<file path="src/rtl/mem_port_arbiter_if.sv">
// Bundle of every signal between the core's two memory ports, the arbiter
// and the shared memory.
//   master : arbiter view. Takes fetch/data requests and memory responses,
//            drives the ready/rdata returns, the memory request bus and timeout.
//   slave  : environment view (core + memory), the mirror image of master.
// Signals:
//   if_req/if_addr -> if_rdata/if_ready              instruction fetch port
//   d_req/d_we/d_addr/d_wdata -> d_rdata/d_ready     data load/store port
//   mem_req/mem_we/mem_addr/mem_wdata <- mem_rdata/mem_ack   memory side
//   timeout                                          watchdog abort pulse
interface mem_port_arbiter_if #(
  parameter int AW = 32,
  parameter int DW = 32
);
  logic          if_req;
  logic [AW-1:0] if_addr;
  logic [DW-1:0] if_rdata;
  logic          if_ready;
  logic          d_req;
  logic          d_we;
  logic [AW-1:0] d_addr;
  logic [DW-1:0] d_wdata;
  logic [DW-1:0] d_rdata;
  logic          d_ready;
  logic          mem_req;
  logic          mem_we;
  logic [AW-1:0] mem_addr;
  logic [DW-1:0] mem_wdata;
  logic [DW-1:0] mem_rdata;
  logic          mem_ack;
  logic          timeout;

  modport master (
    input  if_req, if_addr, d_req, d_we, d_addr, d_wdata, mem_rdata, mem_ack,
    output if_rdata, if_ready, d_rdata, d_ready,
           mem_req, mem_we, mem_addr, mem_wdata, timeout
  );

  modport slave (
    output if_req, if_addr, d_req, d_we, d_addr, d_wdata, mem_rdata, mem_ack,
    input  if_rdata, if_ready, d_rdata, d_ready,
           mem_req, mem_we, mem_addr, mem_wdata, timeout
  );
endinterface

</file>
<file path="src/rtl/mem_port_arbiter.sv">
// Shares one single-ported, variable-latency memory between the fetch port
// and the data load/store port. One access is in flight at a time; the
// granted port is held until mem_ack, or until the watchdog aborts the access.
// Every output is registered.
// Ports:
//   clk  : clock, rising edge
//   rst  : asynchronous reset, active low
//   bus  : mem_port_arbiter_if.master (fetch, data and memory signal groups)
// Parameters:
//   AW, DW  : address / data width
//   RR_EN   : 1 = round-robin on contention, 0 = data port always wins
//   TIMEOUT : ack-less grant cycles tolerated before abort (1..255)
module mem_port_arbiter #(
  parameter int AW      = 32,
  parameter int DW      = 32,
  parameter int RR_EN   = 1,
  parameter int TIMEOUT = 255
) (
  input logic                clk,
  input logic                rst,
  mem_port_arbiter_if.master bus
);

  typedef enum logic [1:0] {IDLE, GNT_IF, GNT_D} state_t;
  typedef enum logic {PORT_IF, PORT_D} port_t;

  // wdog counts ack-less grant cycles already elapsed, so the cycle in
  // which it equals TIMEOUT-1 is the last one an ack is accepted in.
  localparam logic [7:0] WDOG_LAST = 8'(TIMEOUT - 1);

  state_t        state, state_next;
  port_t         rr_last, rr_last_next;
  logic [7:0]    wdog, wdog_next;
  logic          mem_req_next, mem_we_next, if_ready_next, d_ready_next;
  logic          timeout_next;
  logic [AW-1:0] mem_addr_next;
  logic [DW-1:0] mem_wdata_next, if_rdata_next, d_rdata_next;
  logic          bubble, grant_d, grant_if;

  always_comb begin
    state_next     = state;
    rr_last_next   = rr_last;
    wdog_next      = wdog;
    mem_req_next   = bus.mem_req;
    mem_we_next    = bus.mem_we;
    mem_addr_next  = bus.mem_addr;
    mem_wdata_next = bus.mem_wdata;
    if_rdata_next  = bus.if_rdata;
    d_rdata_next   = bus.d_rdata;
    if_ready_next  = 1'b0;
    d_ready_next   = 1'b0;
    timeout_next   = 1'b0;

    // The requester that just saw ready still holds req this cycle, so the
    // cycle carrying a ready pulse is a bubble in which nothing is granted.
    bubble   = bus.if_ready | bus.d_ready;
    grant_d  = bus.d_req & (~bus.if_req | (RR_EN == 0) | (rr_last == PORT_IF));
    grant_if = bus.if_req & ~grant_d;

    unique case (state)
      IDLE: begin
        if (!bubble && grant_d) begin
          state_next     = GNT_D;
          mem_req_next   = 1'b1;
          mem_we_next    = bus.d_we;
          mem_addr_next  = bus.d_addr;
          mem_wdata_next = bus.d_wdata;
          wdog_next      = '0;
        end else if (!bubble && grant_if) begin
          state_next     = GNT_IF;
          mem_req_next   = 1'b1;
          mem_we_next    = 1'b0;
          mem_addr_next  = bus.if_addr;
          mem_wdata_next = '0;
          wdog_next      = '0;
        end
      end
      GNT_IF, GNT_D: begin
        // An ack in the final watchdog cycle still completes normally.
        if (bus.mem_ack) begin
          state_next   = IDLE;
          mem_req_next = 1'b0;
          if (state == GNT_IF) begin
            if_ready_next = 1'b1;
            if_rdata_next = bus.mem_rdata;
            rr_last_next  = PORT_IF;
          end else begin
            d_ready_next = 1'b1;
            d_rdata_next = bus.mem_rdata;
            rr_last_next = PORT_D;
          end
        end else if (wdog == WDOG_LAST) begin
          state_next   = IDLE;
          mem_req_next = 1'b0;
          timeout_next = 1'b1;
          if (state == GNT_IF) begin
            if_ready_next = 1'b1;
            if_rdata_next = '0;
          end else begin
            d_ready_next = 1'b1;
            d_rdata_next = '0;
          end
        end else begin
          wdog_next = wdog + 8'd1;
        end
      end
      default: state_next = IDLE;
    endcase
  end

  always_ff @(posedge clk or negedge rst) begin
    if (!rst) begin
      state         <= IDLE;
      rr_last       <= PORT_IF;
      wdog          <= '0;
      bus.mem_req   <= 1'b0;
      bus.mem_we    <= 1'b0;
      bus.mem_addr  <= '0;
      bus.mem_wdata <= '0;
      bus.if_rdata  <= '0;
      bus.d_rdata   <= '0;
      bus.if_ready  <= 1'b0;
      bus.d_ready   <= 1'b0;
      bus.timeout   <= 1'b0;
    end else begin
      state         <= state_next;
      rr_last       <= rr_last_next;
      wdog          <= wdog_next;
      bus.mem_req   <= mem_req_next;
      bus.mem_we    <= mem_we_next;
      bus.mem_addr  <= mem_addr_next;
      bus.mem_wdata <= mem_wdata_next;
      bus.if_rdata  <= if_rdata_next;
      bus.d_rdata   <= d_rdata_next;
      bus.if_ready  <= if_ready_next;
      bus.d_ready   <= d_ready_next;
      bus.timeout   <= timeout_next;
    end
  end

endmodule

</file>
<file path="src/flat_wrapper.sv">
// flat-port wrapper written by rule: the top's interface ports become plain ports
module mem_port_arbiter_flat 
#(
  parameter int AW      = 32,
  parameter int DW      = 32,
  parameter int RR_EN   = 1,
  parameter int TIMEOUT = 255
)
  (clk, rst, bus_if_req, bus_if_addr, bus_d_req, bus_d_we, bus_d_addr, bus_d_wdata, bus_mem_rdata, bus_mem_ack, bus_if_rdata, bus_if_ready, bus_d_rdata, bus_d_ready, bus_mem_req, bus_mem_we, bus_mem_addr, bus_mem_wdata, bus_timeout);
  mem_port_arbiter_if #(.AW(AW), .DW(DW)) bus_i ();
  input logic clk;
  input logic rst;
  input wire logic [$bits(bus_i.if_req)-1:0] bus_if_req;
  input wire logic [$bits(bus_i.if_addr)-1:0] bus_if_addr;
  input wire logic [$bits(bus_i.d_req)-1:0] bus_d_req;
  input wire logic [$bits(bus_i.d_we)-1:0] bus_d_we;
  input wire logic [$bits(bus_i.d_addr)-1:0] bus_d_addr;
  input wire logic [$bits(bus_i.d_wdata)-1:0] bus_d_wdata;
  input wire logic [$bits(bus_i.mem_rdata)-1:0] bus_mem_rdata;
  input wire logic [$bits(bus_i.mem_ack)-1:0] bus_mem_ack;
  output wire logic [$bits(bus_i.if_rdata)-1:0] bus_if_rdata;
  output wire logic [$bits(bus_i.if_ready)-1:0] bus_if_ready;
  output wire logic [$bits(bus_i.d_rdata)-1:0] bus_d_rdata;
  output wire logic [$bits(bus_i.d_ready)-1:0] bus_d_ready;
  output wire logic [$bits(bus_i.mem_req)-1:0] bus_mem_req;
  output wire logic [$bits(bus_i.mem_we)-1:0] bus_mem_we;
  output wire logic [$bits(bus_i.mem_addr)-1:0] bus_mem_addr;
  output wire logic [$bits(bus_i.mem_wdata)-1:0] bus_mem_wdata;
  output wire logic [$bits(bus_i.timeout)-1:0] bus_timeout;
  assign bus_i.if_req = bus_if_req;
  assign bus_i.if_addr = bus_if_addr;
  assign bus_i.d_req = bus_d_req;
  assign bus_i.d_we = bus_d_we;
  assign bus_i.d_addr = bus_d_addr;
  assign bus_i.d_wdata = bus_d_wdata;
  assign bus_i.mem_rdata = bus_mem_rdata;
  assign bus_i.mem_ack = bus_mem_ack;
  assign bus_if_rdata = bus_i.if_rdata;
  assign bus_if_ready = bus_i.if_ready;
  assign bus_d_rdata = bus_i.d_rdata;
  assign bus_d_ready = bus_i.d_ready;
  assign bus_mem_req = bus_i.mem_req;
  assign bus_mem_we = bus_i.mem_we;
  assign bus_mem_addr = bus_i.mem_addr;
  assign bus_mem_wdata = bus_i.mem_wdata;
  assign bus_timeout = bus_i.timeout;
  mem_port_arbiter #(.AW(AW), .DW(DW), .RR_EN(RR_EN), .TIMEOUT(TIMEOUT)) u_core (.clk(clk), .rst(rst), .bus(bus_i));
endmodule
</file>
<file path="config.mk">
export PLATFORM = sky130hd
export DESIGN_NAME = mem_port_arbiter_flat
export DESIGN_NICKNAME = d
export VERILOG_FILES = /design/src/rtl/mem_port_arbiter_if.sv /design/src/rtl/mem_port_arbiter.sv /design/src/flat_wrapper.sv
export SDC_FILE = /design/constraint.sdc
export NUM_CORES = 1
export LEC_CHECK = 0
export BUFFER_PORTS_ARGS = -buffer_cell sky130_fd_sc_hd__buf_4
export CAP_MARGIN = 20
export CORE_AREA = 3 3 112 114
export CTS_CLUSTER_SIZE = 40
export DETAILED_ROUTE_END_ITERATION = 8
export DIE_AREA = 0 0 115 117
export HOLD_SLACK_MARGIN = 0.08
export PLACE_DENSITY = 0.94
export SYNTH_ARGS = -nofsm -noshare
export SYNTH_HDL_FRONTEND = slang
export SYNTH_SLANG_ARGS = --single-unit
</file>
<file path="constraint.sdc">
create_clock -name clk -period 3.9 [get_ports clk]
set_clock_uncertainty 0.1 [all_clocks]
set_input_delay 0.39 -clock clk [delete_from_list [all_inputs] [get_ports clk]]
set_output_delay 0.39 -clock clk [all_outputs]
set_load 0.01 [all_outputs]
</file>
* After elaboration in Yosys (flattened, before gate mapping)
Index checks and enable logic that the tools add are counted.
Operators by class: add/subtract/negate cells 1, $mul 0, div/mod/pow operators 0, magnitude comparators 0, eq/ne operators 7, shifts and indexed selects 0, mux-type cells 40, bitwise logic cells 8, reductions and logical operators 15
Operators by type and width (count):
- two-way mux 32 bit | 12
- two-way mux 8 bit | 4
- two-way mux 1 bit | 17
- one-hot mux 8 bit (2 select lines) | 1
- AND reduction 3 bit | 3
- adder 8 x 1 -> 8 bit (second input constant) | 1
- == test 8 bit (second input constant) | 1
- two-way mux 2 bit | 4
- AND reduction 2 bit | 3
- nonzero test 2 bit | 3
- != test 2 bit (second input constant) | 2
- NOT 1 bit | 4
- one-hot mux 2 bit (2 select lines) | 1
- AND reduction 4 bit | 1
- != test 3 x 1 -> 1 bit (second input constant) | 1
- != test 3 x 2 -> 1 bit (second input constant) | 1
- bitwise AND 1 bit | 2
- == test 2 x 1 -> 1 bit (second input constant) | 1
- == test 2 bit (second input constant) | 1
- logical AND 1 bit | 2
- logical NOT 2 bit | 1
- bitwise OR 1 bit | 2
- one-hot mux 1 bit (2 select lines) | 1
- OR reduction 2 bit | 1
- logical NOT 1 bit | 1
Word-level totals: register bits after elaboration 144, latch bits 0, memory bits (writable) 0, bits in read-only memories 0, input port bits 134, output and inout port bits 133, memories kept 0

* Logic depth before layout (Yosys ltp)
depth after elaboration 9, mapped depth 7

* Worst setup path before layout
Ideal clock, no wire load.
path type register -> register, start reg u_core.state[0], end reg u_core.bus.d_rdata[10], data arrival time 1531 ps, required time 3679 ps, setup slack 2148 ps, cell stages (with the launch flop) 7, buffers on the path 2, clock period less this slack 1752 ps, cell sequence dfrtp_1 inv_1 ha_1 buf_2 nand3b_4 buf_6 a22o_1
Between the ends: longest elaborated chain between the ends 3
Ends and longest elaborated chain:
- from (decl) | RTL line mem_port_arbiter.sv:31 | state_t state, state_next;
- from (signal assigned) | RTL line mem_port_arbiter.sv:126 | state <= state_next;
- == test 2 x 1 -> 1 bit / == test 2 bit (equally long branches) | RTL line mem_port_arbiter.sv:60, mem_port_arbiter.sv:83, mem_port_arbiter.sv:96
- OR reduction 2 bit / NOT 1 bit (equally long branches)
- AND reduction 3 bit (no line) *
- to (signal assigned) | RTL line mem_port_arbiter.sv:134 | bus.d_rdata <= d_rdata_next;
- to (decl) | RTL line mem_port_arbiter_if.sv:35 | output if_rdata, if_ready, d_rdata, d_ready,
Mark *: on every way between the ends. The rest lies on a longest branch, timed or not. A chain may end at the register's enable or synchronous reset.

* Worst setup path after layout
start reg u_core.state[0], end reg u_core.wdog[7]
Between the ends: longest elaborated chain between the ends 4
Ends and longest elaborated chain:
- == test 2 x 1 -> 1 bit / == test 2 bit (equally long branches) | RTL line mem_port_arbiter.sv:60 | unique case (state)
- OR reduction 2 bit | RTL line mem_port_arbiter.sv:60
- != test 2 bit (no line) / nonzero test 2 bit (equally long branches)
- AND reduction 4 bit (no line)
- to (signal assigned) | RTL line mem_port_arbiter.sv:128 | wdog <= wdog_next;
- to (decl) | RTL line mem_port_arbiter.sv:33 | logic [7:0] wdog, wdog_next;
Parallel ways exist; a longest one is shown, timed or not.

==> impl_results.md <==
- Most frequent cells in the layout: buf_4, dfrtp_1, a22o_1, nand2_1, o21ai_0
- Synth Cell Area: 5770 um2
- Setup TNS: 0 ns
- Leak: 4.45 nW
- Final setup viols: 0
- VDD IR max: 0.513 mV
- P_int: 4.89 mW
- CTS resizes: 0
- Clock buffer depth: 2
- FP Rows: 39
- EDFF count, synth: 0
- Num Clock Sinks: 144
- DP Worst Slack: 1.26 ns
- Clk root buf: clkbuf_16
- I/O pin cnt: 267
- Slew HR: 0.364
- Fillers: 738
- Number of DRC markers in iteration 0: 392
- Register area: 3600 um2
- Via count: 4864
- Pin count of the biggest net entering global routing: 110
- Post-synthesis sequential area ratio: 0.625
- Drt total wl: 17400 um
- Fraction of registers with async set/reset: 1.00
- RSZ-0062 raised after global routing: false
- Critical path arrival: 2.45 ns
- Util after Layout: 0.737
- # diodes: 0
- WL/cell: 20.2 um
- Vias in the first global route: 4954
- Synth Flop Type: dfrtp_1
- CP required: 4.07 ns
- Syn Area/Cell: 13.0 um2
- Antenna-violating nets left: 0
- Yosys top cell by area: dfrtp_1
- Nets: 844
- Die ar.: 13500 um2
- Seq cells post-synth: 144
- Pwr Total: 7.54 mW
- Worst skew pair latency: 0.40 ns
- CTS tree: built
- Least-Margin Pin Slew: 0.954 ns
- Area of the multi-input gates: 1940 um2
- Synth top area share: 0.625
- Sw frac: 0.351
- Final number of max-transition violations: 0
- Net Sw Power: 2.65 mW
- Comb pwr share: 0.414
- Number of detailed-route iterations in the first pass: 5
- Core box area: 11500 um2
- Synth Instances: 444
- All-Layer GR Usage: 0.249
- Clock-pin slew on the worst setup and hold paths: 0.07 ns
- Final WS setup: 1.62 ns
- Peak Freq: 439 MHz
- Worst Path Max Fanout: 16
- Yosys warnings: 0
- Final hold vios: 0
- HPWL Detailed: 12200 um
- # port buffers: 266
- P&R area growth vs syn: 47.1%
- Crit share post-route: 0.585
- Hold WC Path Type: in2reg
- Die height: 117 um
- Layout cell share with drive strength beyond 1: 0.435
- CP Launch Type: register
- Total of max-cap violations: 0
- Hold WS: 0.108 ns
- Initial antenna violation count: 0
- Commonest non-fill, non-tap cell in the layout: buf_4
- Status: complete, no violations
- First-pass GRT wire length: 26100 um
- CTS Buf Count: 17
- CP Class: reg2reg
- Yosys cell types: 34
- RePlAce Congestion: 0.858
- PD cells: 889 nW/um2
- Sequential share of power: 0.351
- Post-layout min period: 2.28 ns
- Vias per cell: 5.65
- Die Wd: 115 um
- Worst Setup End Kind: register
- Initial core utilization: 0.501
- Clk pwr share: 0.234
- Synth top area cells: dfrtp_1, a22o_1, mux2i_1
- GRT overflow: 0
- DRC Markers: 0
- H-Tree Depth: 4
- Post-Syn Nets: 583
## cell type report
| cell class | count | share of cell area |
|---|---|---|
| clock buffer | 20 | 0.0515 |
| clock inverter | 12 | 0.0242 |
| tap | 143 | 0.0211 |
| sequential | 144 | 0.425 |
| timing repair buffer | 274 | 0.246 |
| multi-input combinational | 260 | 0.229 |
| inverter | 8 | 0.00354 |
## synth_stat cells (2+ instances only)
cell type	number
buf_6	6
a21oi_1	3
buf_2	16
a31oi_1	10
ha_1	5
o31ai_1	3
o21ai_0	37
nand2_1	39
inv_1	8
and3_1	3
nand2b_1	2
buf_4	3
dfrtp_1	144
nor2_1	8
nand3_1	4
o41ai_1	2
clkbuf_1	7
mux2i_1	32
a22o_1	97
## worst max-delay path: stages, from the launching register on
cell and delay (ns):
dfrtp_1 0.40, inv_1 0.06, ha_1 0.65, o211a_1 0.45, nand2_1 0.12, o41ai_1 0.38
## power groups by stage
stage	Sequential, mW	Combinational [mW]	Clock, mW
6_report	2.65	3.12	1.77
5_1_grt	2.71	3.38	1.87
4_1_cts	2.63	3.13	1.79
3_5_place_dp	2.61	3.14	0
3_3_place_gp	2.60	2.98	0
2_1_floorplan	2.85	1.39	0
## worst paths after layout
kind | startpoint | to | slack (ns) | depth (start not counted)
max | u_core.state[0] | u_core.wdog[7] | 1.62 | 5
max in group asynchronous | rst | u_core.bus.mem_addr[0] | 2.22 | 3
max reg2reg | u_core.state[0] | u_core.wdog[7] | 1.62 | 5
min reg2reg | u_core.bus.mem_addr[6] | u_core.bus.mem_addr[6] | 0.38 | 2
min in group asynchronous | rst | u_core.bus.if_rdata[26] | 0.58 | 2
min | bus_mem_rdata[26] | u_core.bus.d_rdata[26] | 0.11 | 2
## sequential cells by signal, summed over array words and instances, names as in the netlist, 2 cells and up
name / flops
u_core.bus.d_rdata: 32
u_core.bus.if_rdata: 32
u_core.bus.mem_addr: 32
u_core.bus.mem_wdata: 32
u_core.state: 2
u_core.wdog: 8
## layer usage
metal  vias up  wire [um]  GRT usage
met5         -          0          0
met4         0        263     0.0782
met3        24       1650     0.0735
met2       259       8810      0.424
met1      2410       6620      0.309
li1       2171          -          -
## through the flow
step	instance area, um2	instances
final	8480	861
after global routing	8480	861
after CTS	8450	860
after detailed placement	7800	827
after global placement	7800	827
after floorplan	5770	444
## repair_timing
action,CTS,global route
endpoints found under the hold margin,91,0
hold buffers,1,0
setup buffers,0,0
## kinds of logic (layout without fill, tap and decap cells)
family	Yosys count	after routing	synth area share
multiplexers	32	32	0.0555
buffers and inverters	40	314	0.0393
AO/OA/AOI/OAI	159	159	0.214
adder cells (fa/ha/maj)	5	5	0.0108
flip-flops	144	144	0.625
AND/OR/NAND/NOR	64	64	0.0555
(Power assumes the default switching activity.)
